## config.mk

```make
export PLATFORM = sky130hd
export DESIGN_NAME = mem_stage_flat
export DESIGN_NICKNAME = d
export VERILOG_FILES = /design/src/rtl/mem_stage_if.sv /design/src/rtl/mem_stage.sv /design/src/flat_wrapper.sv
export SDC_FILE = /design/constraint.sdc
export NUM_CORES = 1
export LEC_CHECK = 0
export ABC_AREA = 1
export CELL_PAD_IN_SITES_DETAIL_PLACEMENT = 0
export CELL_PAD_IN_SITES_GLOBAL_PLACEMENT = 1
export CORE_MARGIN = 3
export CORE_UTILIZATION = 32
export DETAILED_ROUTE_END_ITERATION = 10
export GPL_TIMING_DRIVEN = 0
export PLACE_DENSITY_LB_ADDON = 0.1
export SLEW_MARGIN = 20
export SYNTH_ARGS = -nofsm -noshare
export SYNTH_HDL_FRONTEND = slang
export SYNTH_SLANG_ARGS = --single-unit
```

## constraint.sdc

```tcl
create_clock -name clk -period 3.6 [get_ports clk]
set_clock_uncertainty 0.05 [all_clocks]
set_input_delay 0.54 -clock clk [delete_from_list [all_inputs] [get_ports clk]]
set_output_delay 0.54 -clock clk [all_outputs]
set_load 0.005 [all_outputs]
```

## src/rtl/mem_stage_if.sv

```systemverilog
// rtl/mem_stage_if.sv - pipeline-side and SRAM-side signals of the memory stage
interface mem_stage_if #(
  parameter int ADDR_WIDTH = 18
);
  logic                  mem_r_en;
  logic                  mem_w_en;
  logic [31:0]           alu_result;
  logic [31:0]           st_val;
  logic                  ready;
  logic [31:0]           mem_read_data;
  logic [ADDR_WIDTH-1:0] sram_addr;
  logic [15:0]           sram_dq_out;
  logic [15:0]           sram_dq_in;
  logic                  sram_we_n;
  logic                  sram_oe_n;

  modport master (
    output mem_r_en, mem_w_en, alu_result, st_val, sram_dq_in,
    input  ready, mem_read_data, sram_addr, sram_dq_out, sram_we_n, sram_oe_n
  );

  modport slave (
    input  mem_r_en, mem_w_en, alu_result, st_val, sram_dq_in,
    output ready, mem_read_data, sram_addr, sram_dq_out, sram_we_n, sram_oe_n
  );
endinterface

```

## src/rtl/mem_stage.sv

```systemverilog
// rtl/mem_stage.sv - 32-bit load/store stage over a 16-bit async SRAM, two half-word phases
module mem_stage #(
  parameter int WAIT_CYCLES = 1,
  parameter int ADDR_WIDTH  = 18
) (
  input  logic        clk,
  input  logic        rst,
  mem_stage_if.slave  bus
);
  localparam logic [1:0] S_IDLE = 2'd0;
  localparam logic [1:0] S_LOW  = 2'd1;
  localparam logic [1:0] S_HIGH = 2'd2;
  localparam logic [1:0] S_DONE = 2'd3;
  localparam logic [3:0] LAST   = 4'(WAIT_CYCLES);

  logic [1:0]            state;
  logic [3:0]            cnt;
  logic                  op_write;
  logic [ADDR_WIDTH-2:0] word;
  logic [31:0]           st_data;
  logic [15:0]           rd_low;
  logic [31:0]           read_data;
  logic [ADDR_WIDTH-1:0] addr_q;
  logic [15:0]           dq_out_q;
  logic                  we_n_q;
  logic                  oe_n_q;
  logic                  req;
  logic                  phase_end;
  logic                  unused_addr_bits;

  assign req              = bus.mem_r_en | bus.mem_w_en;
  assign phase_end        = (cnt == LAST);
  assign unused_addr_bits = ^{bus.alu_result[31:ADDR_WIDTH+1], bus.alu_result[1:0]};

  // DONE drives ready high even with a request present: that edge advances the pipeline.
  assign bus.ready         = ((state == S_IDLE) && !req) || (state == S_DONE);
  assign bus.mem_read_data = read_data;
  assign bus.sram_addr     = addr_q;
  assign bus.sram_dq_out   = dq_out_q;
  assign bus.sram_we_n     = we_n_q;
  assign bus.sram_oe_n     = oe_n_q;

  // SRAM controls are registered and set up one edge ahead of each phase.
  always_ff @(posedge clk or posedge rst) begin
    if (rst) begin
      state     <= S_IDLE;
      cnt       <= 4'd0;
      op_write  <= 1'b0;
      word      <= '0;
      st_data   <= 32'h0;
      rd_low    <= 16'h0;
      read_data <= 32'h0;
      addr_q    <= '0;
      dq_out_q  <= 16'h0;
      we_n_q    <= 1'b1;
      oe_n_q    <= 1'b1;
    end else begin
      case (state)
        S_IDLE: begin
          if (req) begin
            state    <= S_LOW;
            cnt      <= 4'd0;
            op_write <= bus.mem_w_en;
            word     <= bus.alu_result[ADDR_WIDTH:2];
            st_data  <= bus.st_val;
            addr_q   <= {bus.alu_result[ADDR_WIDTH:2], 1'b0};
            we_n_q   <= !bus.mem_w_en;
            oe_n_q   <= bus.mem_w_en;
            dq_out_q <= bus.mem_w_en ? bus.st_val[15:0] : 16'h0;
          end
        end
        S_LOW: begin
          if (phase_end) begin
            state  <= S_HIGH;
            cnt    <= 4'd0;
            addr_q <= {word, 1'b1};
            if (op_write) dq_out_q <= st_data[31:16];
            else          rd_low   <= bus.sram_dq_in;
          end else begin
            cnt <= cnt + 4'd1;
          end
        end
        S_HIGH: begin
          if (phase_end) begin
            state    <= S_DONE;
            cnt      <= 4'd0;
            we_n_q   <= 1'b1;
            oe_n_q   <= 1'b1;
            dq_out_q <= 16'h0;
            if (!op_write) read_data <= {bus.sram_dq_in, rd_low};
          end else begin
            cnt <= cnt + 4'd1;
          end
        end
        default: state <= S_IDLE;
      endcase
    end
  end
endmodule

```

## src/flat_wrapper.sv

```systemverilog
// flat-port wrapper written by rule: the top's interface ports become plain ports
module mem_stage_flat 
#(
  parameter int WAIT_CYCLES = 1,
  parameter int ADDR_WIDTH  = 18
)
  (clk, rst, bus_mem_r_en, bus_mem_w_en, bus_alu_result, bus_st_val, bus_sram_dq_in, bus_ready, bus_mem_read_data, bus_sram_addr, bus_sram_dq_out, bus_sram_we_n, bus_sram_oe_n);
  mem_stage_if #(.ADDR_WIDTH(ADDR_WIDTH)) bus_i ();
  input  logic clk;
  input  logic rst;
  input wire logic [$bits(bus_i.mem_r_en)-1:0] bus_mem_r_en;
  input wire logic [$bits(bus_i.mem_w_en)-1:0] bus_mem_w_en;
  input wire logic [$bits(bus_i.alu_result)-1:0] bus_alu_result;
  input wire logic [$bits(bus_i.st_val)-1:0] bus_st_val;
  input wire logic [$bits(bus_i.sram_dq_in)-1:0] bus_sram_dq_in;
  output wire logic [$bits(bus_i.ready)-1:0] bus_ready;
  output wire logic [$bits(bus_i.mem_read_data)-1:0] bus_mem_read_data;
  output wire logic [$bits(bus_i.sram_addr)-1:0] bus_sram_addr;
  output wire logic [$bits(bus_i.sram_dq_out)-1:0] bus_sram_dq_out;
  output wire logic [$bits(bus_i.sram_we_n)-1:0] bus_sram_we_n;
  output wire logic [$bits(bus_i.sram_oe_n)-1:0] bus_sram_oe_n;
  assign bus_i.mem_r_en = bus_mem_r_en;
  assign bus_i.mem_w_en = bus_mem_w_en;
  assign bus_i.alu_result = bus_alu_result;
  assign bus_i.st_val = bus_st_val;
  assign bus_i.sram_dq_in = bus_sram_dq_in;
  assign bus_ready = bus_i.ready;
  assign bus_mem_read_data = bus_i.mem_read_data;
  assign bus_sram_addr = bus_i.sram_addr;
  assign bus_sram_dq_out = bus_i.sram_dq_out;
  assign bus_sram_we_n = bus_i.sram_we_n;
  assign bus_sram_oe_n = bus_i.sram_oe_n;
  mem_stage #(.WAIT_CYCLES(WAIT_CYCLES), .ADDR_WIDTH(ADDR_WIDTH)) u_core (.clk(clk), .rst(rst), .bus(bus_i));
endmodule
```

==> results.cfg <==
[global_route]
antenna_found_initial = 0
grt_pass1_wl_mm = 23.5
grt_overflow = 0
grt_pass1_vias = 4627
track_usage = 0.162
grt_max_degree = 33

[floorplan]
initial_utilization = 0.333
die_width_um = 136
num_rows = 46
die_h_um = 136
core-area_um2 = 16200
die-area_um2 = 18400
ios = 153

[sta]
setup_viol = 0
slew_headroom = 0.651
rsz0062_at_grt = false
layout_setup_ws_ps = 707
period_share = 0.803
fmax_ghz = 0.346
slew_violations = 0
finalHoldViolCount = 0
setup-tns-final_ps = 0
layout_min_cycle_time_ps = 2890
worst_pin_slew_ps = 524

[clocking]
cts_buffers = 17
clock_latency_ps = 410
cts_tree = yes
cts_setup_buffers = 0
clock_sinks = 124
cts-htree-levels = 4
cts_buffer_depth = 2
clock-root-buffer = clkbuf_16
cts_hold_buf = 0
cts.repair.resized = 0
path_clk_slew_ps = 60

[worst_hold_path]
worstHoldStart = bus_mem_w_en
worstHoldPathCells = 3
whs_endpoint = u_core.op_write
hp-class = in2reg

[critical_path]
crit_fanout = 6
r2r_slack_ps = 1660
arrival_ps = 2300
r2r_cells = 7
r2r_start = u_core.state[1]
endpoint_kind = output pin
r2r-end = u_core.bus.sram_addr[13]
crit_required_ps = 3010
critPathKind = reg2out
start_kind = flip-flop

[run_status]
outcome = complete, no violations

[final_layout]
diodes = 0
drive_above_1_share = 0.0884
final_common_cell = nand2_1
area_growth_pct = 43.6
final_cell_mix = 227 x nand2_1, 136 x clkdlybuf4s50_1, 122 x dfrtp_1, 92 x o21ai_0, 65 x inv_1
fin_area_um2 = 7740
nNetsFinal = 880
finalCoreUtilization = 0.478

[route]
num_vias = 4520
routed_wl_mm = 14.1
drc = 0
wire_per_inst_um = 13.8
dr.pass1.iters = 4
vias_per_cell = 4.44
drt_iter0_drc = 201
ant_nets = 0

[synth]
netlist.area_leader.share = 0.567
synth_area_um2 = 5390
synth_edf_count = 0
synth_seq_area_share = 0.576
syn_avg_cell_area_um2 = 8.54
synth_top_area_cell = dfrtp_1
ys_ff_latch = 124
syn_nets = 721
async_flop_share = 1.00
yosysWarnings = 0
yosysUniqueCellTypes = 25
yosys-top-cells-area = dfrtp_1 57%, nand2_1 16%, o21ai_0 8.5%, inv_1 4.6%, nand3_1 4.6%
synth_top_flop_cell = dfrtp_1
syn-instance-count = 631

[place]
place_ws_ps = 900
place_congestion = 0.740
placed_area_um2 = 7100
detailed_place_hpwl_mm = 10.4
io_buffers = 136

[power_and_ir_drop]
leakagePower_nw = 3.83
p_per_area_nw_per_um2 = 907
peakVddDrop_mv = 0.395
p_total_w = 0.00702

[job]
maxCapViolCount = 0
[worst max-delay path: stages (launching register included)]
cell and delay (ps):
dfrtp_1 400, inv_1 100, ha_1 240, inv_1 110, nor2_2 220, nor2_1 100
inv_1 160, clkdlybuf4s50_1 560
[metrics by stage]
step,hold WS (ps),cells
CTS,389,1019
detailed placement,408,987
finish,406,1019
floorplan,398,631
global placement,406,983
global route,407,1019
[sequential cells by signal, summed over array words and instances (netlist names)]
register,count
u_core.word,17
u_core.op_write,1
u_core.bus.sram_we_n,1
u_core.rd_low,16
u_core.cnt,4
u_core.bus.sram_addr,18
u_core.bus.mem_read_data,32
u_core.bus.sram_oe_n,1
u_core.st_data,16
u_core.state,2
u_core.bus.sram_dq_out,16
[cell usage after synthesis (2+ instances only)]
master    instances
inv_1            66
buf_4             5
dfstp_2           2
xor2_1            2
buf_6             3
nor2_1           10
o21ai_0          92
ha_1              6
dfrtp_1         122
o21ai_1          10
nand2_1         227
buf_2            13
clkbuf_1         10
nand3_1          49
nand2_2           4
[cells by family after synthesis]
logic type	Yosys count	share of synthesized area
AND/OR/NAND/NOR	296	0.228
flip-flops	124	0.576
AO/OA/AOI/OAI	103	0.0978
buffers and inverters	100	0.0808
adder cells (fa/ha/maj)	6	0.0139
XOR/XNOR	2	0.00325
[report_power, final]
group / internal [W] / switching (W)
sequential: 0.00205 / 0.000338
clock: 0.00121 / 0.000608
combinational: 0.00129 / 0.00153
[how the worst max path moves through the flow]
| stage | to | slack (ps) | start |
|---|---|---|---|
| 2_1_floorplan | u_core.bus.mem_read_data[0] | 1490 | rst |
| 3_3_place_gp | u_core.bus.sram_dq_out[11] | 240 | rst |
| 3_5_place_dp | bus_ready | 900 | bus_mem_r_en |
| 4_1_cts | bus_ready | 670 | u_core.state[0] |
| 5_1_grt | bus_ready | 540 | u_core.state[0] |
| 6_report | bus_ready | 710 | u_core.state[0] |
[final cells by class]
cell class	count	area, um^2
fillers	1620	8440
flip-flops and latches	124	3110
multi-input cells	407	1850
repair buffers	140	1440
clock buffers	21	470
well taps	216	270
inverters	69	265
plain buffers	31	174
clock inverters	11	164
[routing by layer]
metal | global-route usage | vias up | share of wire
li1 | - | 2305 | -
met5 | 0 | - | 0
met4 | 0.0560 | 0 | 0.015
met1 | 0.228 | 2099 | 0.49
met3 | 0.0338 | 15 | 0.039
met2 | 0.248 | 101 | 0.46
Power figures use the tool's default switching activity.
